<file path="src/rtl/pulse_req_tx_if.sv">
// pulse_req_tx_if: pulse input, async acknowledge and request/status outputs of pulse_req_tx
interface pulse_req_tx_if #(
    parameter int DROP_W = 8
);
    logic              in;
    logic              ack;
    logic              req;
    logic              busy;
    logic              done;
    logic [DROP_W-1:0] drop_cnt;
    modport master (output in, ack, input req, busy, done, drop_cnt);
    modport slave  (input in, ack, output req, busy, done, drop_cnt);
endinterface

</file>
<file path="src/rtl/pulse_req_tx.sv">
// pulse_req_tx: turns source-domain pulses into a four-phase req/ack handshake; PULSE_TX_PEND_EN adds a 1-deep pend slot
module pulse_req_tx #(
    parameter int SYNC_STAGES = 2,
    parameter int DROP_W      = 8
) (
    input logic           clk,
    input logic           reset_n,
    pulse_req_tx_if.slave bus
);
    typedef enum logic [1:0] {IDLE, REQ, REL} state_t;
    state_t                 state, state_nxt;
    logic [SYNC_STAGES-1:0] sync;
    logic                   ack_s, busy, pend, pend_full, launch, in_busy, drop, req_q, done_q;
    logic [DROP_W-1:0]      drop_cnt;
    assign ack_s   = sync[SYNC_STAGES-1];
    assign busy    = (state != IDLE) || ack_s;
    assign launch  = (state == IDLE) && !ack_s && (bus.in || pend);
    assign in_busy = bus.in && (busy || pend);
    assign drop    = in_busy && pend_full;
    assign bus.req      = req_q;
    assign bus.busy     = busy;
    assign bus.done     = done_q;
    assign bus.drop_cnt = drop_cnt;
`ifdef PULSE_TX_PEND_EN
    assign pend_full = pend;
    // Hold one pulse that arrived while busy; launching it frees the slot and drops any coincident pulse
    always_ff @(posedge clk or negedge reset_n)
        if (!reset_n) pend <= 1'b0;
        else          pend <= launch ? 1'b0 : (pend || in_busy);
`else
    assign pend      = 1'b0;
    assign pend_full = 1'b1;
`endif
    // Bring the receiver's acknowledge into the clk domain
    always_ff @(posedge clk or negedge reset_n)
        if (!reset_n) sync <= '0;
        else          sync <= {sync[SYNC_STAGES-2:0], bus.ack};
    // Handshake state register
    always_ff @(posedge clk or negedge reset_n)
        if (!reset_n) state <= IDLE;
        else          state <= state_nxt;
    // Four-phase sequencing: launch, wait for ack high, wait for ack low
    always_comb begin
        state_nxt = (state == IDLE) ? (launch ? REQ : IDLE) :
                    (state == REQ)  ? (ack_s ? REL : REQ)   :
                                      (ack_s ? REL : IDLE);
    end
    // Glitch-free registered request, completion pulse and saturating drop counter
    always_ff @(posedge clk or negedge reset_n)
        if (!reset_n) begin
            req_q    <= 1'b0;
            done_q   <= 1'b0;
            drop_cnt <= '0;
        end else begin
            req_q    <= (state_nxt == REQ);
            done_q   <= (state == REL) && !ack_s;
            drop_cnt <= (drop && drop_cnt != '1) ? drop_cnt + 1'b1 : drop_cnt;
        end
endmodule

</file>
<file path="src/flat_wrapper.sv">
// flat-port wrapper written by rule: the top's interface ports become plain ports
module pulse_req_tx_flat 
#(
    parameter int SYNC_STAGES = 2,
    parameter int DROP_W      = 8
)
  (clk, reset_n, bus_in, bus_ack, bus_req, bus_busy, bus_done, bus_drop_cnt);
  pulse_req_tx_if #(.DROP_W(DROP_W)) bus_i ();
  input logic clk;
  input logic reset_n;
  input wire logic [$bits(bus_i.in)-1:0] bus_in;
  input wire logic [$bits(bus_i.ack)-1:0] bus_ack;
  output wire logic [$bits(bus_i.req)-1:0] bus_req;
  output wire logic [$bits(bus_i.busy)-1:0] bus_busy;
  output wire logic [$bits(bus_i.done)-1:0] bus_done;
  output wire logic [$bits(bus_i.drop_cnt)-1:0] bus_drop_cnt;
  assign bus_i.in = bus_in;
  assign bus_i.ack = bus_ack;
  assign bus_req = bus_i.req;
  assign bus_busy = bus_i.busy;
  assign bus_done = bus_i.done;
  assign bus_drop_cnt = bus_i.drop_cnt;
  pulse_req_tx #(.SYNC_STAGES(SYNC_STAGES), .DROP_W(DROP_W)) u_core (.clk(clk), .reset_n(reset_n), .bus(bus_i));
endmodule
</file>
<file path="config.mk">
export PLATFORM = sky130hd
export DESIGN_NAME = pulse_req_tx_flat
export DESIGN_NICKNAME = d
export VERILOG_FILES = /design/src/rtl/pulse_req_tx_if.sv /design/src/rtl/pulse_req_tx.sv /design/src/flat_wrapper.sv
export SDC_FILE = /design/constraint.sdc
export NUM_CORES = 1
export LEC_CHECK = 0
export CORE_MARGIN = 3
export CORE_UTILIZATION = 45
export CTS_BUF_LIST = sky130_fd_sc_hd__clkbuf_2 sky130_fd_sc_hd__clkbuf_4 sky130_fd_sc_hd__clkbuf_8
export CTS_CLUSTER_DIAMETER = 60
export DETAILED_ROUTE_END_ITERATION = 8
export PLACE_DENSITY = 0.74
export SETUP_SLACK_MARGIN = 0.5
export SLEW_MARGIN = 20
export SYNTH_ARGS = -nofsm -noshare
export SYNTH_HDL_FRONTEND = slang
export SYNTH_SLANG_ARGS = --single-unit
</file>
<file path="constraint.sdc">
create_clock -name clk -period 2.4 [get_ports clk]
set_input_delay 0.48 -clock clk [delete_from_list [all_inputs] [get_ports clk]]
set_output_delay 0.48 -clock clk [all_outputs]
set_load 0.01 [all_outputs]
</file>
==> impl_metrics.tcl <==
set metrics [dict create \
    end_kind "output pin" \
    area_delta_synth_final_pct 34.40 \
    synth_enable_flop_cells 0 \
    p_total_mw 0.8674 \
    yosys_warnings 0 \
    path_delay_family "buffers and inverters" \
    routedWlPerCell_um 13.73 \
    ir_worst_vdd_mv 0.6805 \
    fin_crit_ns 1.797 \
    rrSetupSlack_ns 0.90 \
    via_per_inst 5.500 \
    worst-path-stages 1 \
    grt.overflow.total 0 \
    first_global_vias 458 \
    grt_max_degree 15 \
    die_h_um 43.29 \
    power_leakage_nw 0.3464 \
    crit_slowest_cell "clkdlybuf4s50_1" \
    synth.area.top_cells "dfrtp_1, nor3_1, mux2_1" \
    ys_seq_area_share_pct 56.00 \
    clock_skew_ns 0.004564 \
    critPathArrivalTime_ns 1.32 \
    pwr-share-comb_pct 36.2 \
    setup.worst_path.start_class "flip-flop" \
    path_cells "clkdlybuf4s50_1" \
    tightest_slew_ns 0.6162 \
    placed_area_sq_um 783.3 \
    r2r-start "u_core.bus.drop_cnt[0]$_DFFE_PN0P_" \
    sw_frac_of_total_pct 34.36 \
    antenna_found_initial 0 \
    p_switching_mw 0.2980 \
    syn_area_per_cell_sq_um 11.80 \
    ys_dominant_reg_cell "dfrtp_1" \
    ant_nets 0 \
    numClockSinks 14 \
    synth_seq_cells 14 \
    netlist_area_sq_um 625.6 \
    clkLatencyLatePin_ns 0.28 \
    whs_ns 0.3623 \
    dr.pass1.iters 6 \
    io_pins 15 \
    multi_input_area_sq_um 271.5 \
    fill_cells 97 \
    finalHoldViolations 0 \
    ctsHoldBuffers 0 \
    r2r_cells 4 \
    numCtsBuffers 3 \
    diodes 0 \
    cpPeakStageDelay_ns 0.58 \
    grt_setup_unrepaired "no" \
    clkPwrFrac_pct 19.1 \
    cts_tree "done" \
    regArea_sq_um 354.1 \
    grtUsageTotal_pct 15.55 \
    postSynthNetCount 58 \
    synth_top_cell_area_share_pct 56.00 \
    start_util_pct 52.08 \
    post-route-cell-area_sq_um 840.8 \
    place.detailed.hpwl_um 823.4 \
    cts_max_level 1 \
    wirelength_mm 1.208 \
    coreArea_sq_um 1201 \
    setup_tns_ns 0 \
    via_count 484 \
    ys_async_sr_fraction_pct 100.0 \
    rows 12 \
    crit_end "bus_drop_cnt[3]" \
    synth_cells 53 \
    outcome "complete, no violations" \
    drtIter0Drc 1 \
    drc_errors 0 \
    synth.top_cells.by_count "dfrtp_1, nor3_1, nand3_1, nor2_1" \
    relSlewSlack_pct 58.79 \
    fp.dieArea_sq_um 1874 \
    period_share_pct 74.87 \
    drv_slew 0 \
    critPathRequiredTime_ns 1.92 \
    maxCapViolCount 0 \
    gp_congestion 0.7639 \
    r2r_end "u_core.bus.drop_cnt[1]$_DFFE_PN0P_" \
    hp-class "reg -> reg" \
    synth_cell_types 25 \
    port_buffers 14 \
    critPathBufInv 1 \
    fmax_ghz 0.5565 \
    grt_pass1_wl_mm 2.166 \
    cts.root.buffer_cell "clkbuf_4" \
    clk_pin_slew_ns 0.08 \
    layout-drive-gt1-share_pct 21.62 \
    yosysMostFrequentCell "dfrtp_1" \
    finalSetupViolCount 0 \
    final_nets 80 \
    powerDensity_nw_per_um2 1032 \
    clock_path_buffers 2 \
    yosysTopAreaCell "dfrtp_1" \
    power.internal_mw 0.5694 \
    pwr-share-seq_pct 44.7 \
    path_class "reg -> out" \
    fp.dieW_um 43.29 \
    cp_max_fo 8 \
    cp-startpoint "u_core.bus.drop_cnt[3]$_DFFE_PN0P_" \
]
-- worst min-delay path by stage --
stage	cells after the start	endpoint	from	slack [ns]
floorplan	0	u_core.bus.done$_DFF_PN0_	reset_n	0.18
CTS	0	u_core.sync[1]$_DFF_PN0_	u_core.sync[0]$_DFF_PN0_	0.36
global route	0	u_core.sync[1]$_DFF_PN0_	u_core.sync[0]$_DFF_PN0_	0.37
detailed placement	0	u_core.sync[1]$_DFF_PN0_	u_core.sync[0]$_DFF_PN0_	0.34
finish	0	u_core.sync[1]$_DFF_PN0_	u_core.sync[0]$_DFF_PN0_	0.36
global placement	0	u_core.sync[1]$_DFF_PN0_	u_core.sync[0]$_DFF_PN0_	0.33
-- state kept, by name, summed over array words and instances, names as in the netlist --
signal and flops:
u_core.bus.drop_cnt 8, u_core.state 2, u_core.sync 2, u_core.bus.done 1, u_core.bus.req 1
-- kinds of logic after synthesis --
group / after synthesis / synth area share [%]
AO/OA/AOI/OAI: 11 / 15.00
flip-flops: 14 / 56.00
XOR/XNOR: 2 / 2.801
buffers and inverters: 1 / 0.5994
adder cells (fa/ha/maj): 1 / 2.000
AND/OR/NAND/NOR: 20 / 16.60
multiplexers: 4 / 7.000
-- power groups by stage --
stage          Combinational, mW  Clock [mW]  Sequential [mW]
3_3_place_gp               0.298           0            0.391
6_report                   0.314       0.166            0.388
2_1_floorplan              0.124           0            0.407
5_1_grt                    0.349       0.183            0.402
4_1_cts                    0.317       0.169            0.387
3_5_place_dp               0.303           0            0.396
-- layer usage --
metal  track usage [%]  vias to the layer above  part of all wire (%)
li1                  -                      244                     -
met1             21.84                      224                    50
met2             21.83                       14                    44
met3             4.237                        2                   5.5
met4             7.229                        0                   1.3
met5                 0                        -                     0
-- what timing repair did --
item                       4_1_cts  5_1_grt
setup endpoints to repair        1        1
resized for setup                5        1
buffers inserted                 3        0
-- through the flow --
| step | setup WS, ns | util [%] | std cells |
|---|---|---|---|
| finish | 0.6030 | 70.00 | 88 |
| global route | 0.5174 | 70.00 | 88 |
| CTS | 0.5328 | 70.42 | 88 |
| detailed placement | 0.5135 | 65.21 | 81 |
| global placement | 0.5226 | 65.21 | 81 |
| floorplan | 0.9729 | - | 53 |
-- layout by cell type (no fill, tap or decap), drive strengths merged, types with 2 or more instances in the layout --
master,synthesis,layout
nor3,5,5
nor2,4,4
clkbuf,0,5
a211oi,2,2
mux2,3,3
nand3,4,4
nand2,2,2
dfrtp,14,14
o21ai,3,3
o21a,2,2
buf,0,3
clkdlybuf4s50,0,13
-- cell type report --
type                            count  share of cell area, %
Multi-Input combinational cell     38                  32.29
Clock buffer                        4                  4.315
Timing Repair Buffer               17                  18.75
Sequential cell                    14                  42.11
Inverter                            1                 0.4464
Tap cell                           14                  2.083
(Power assumes the default switching activity.)
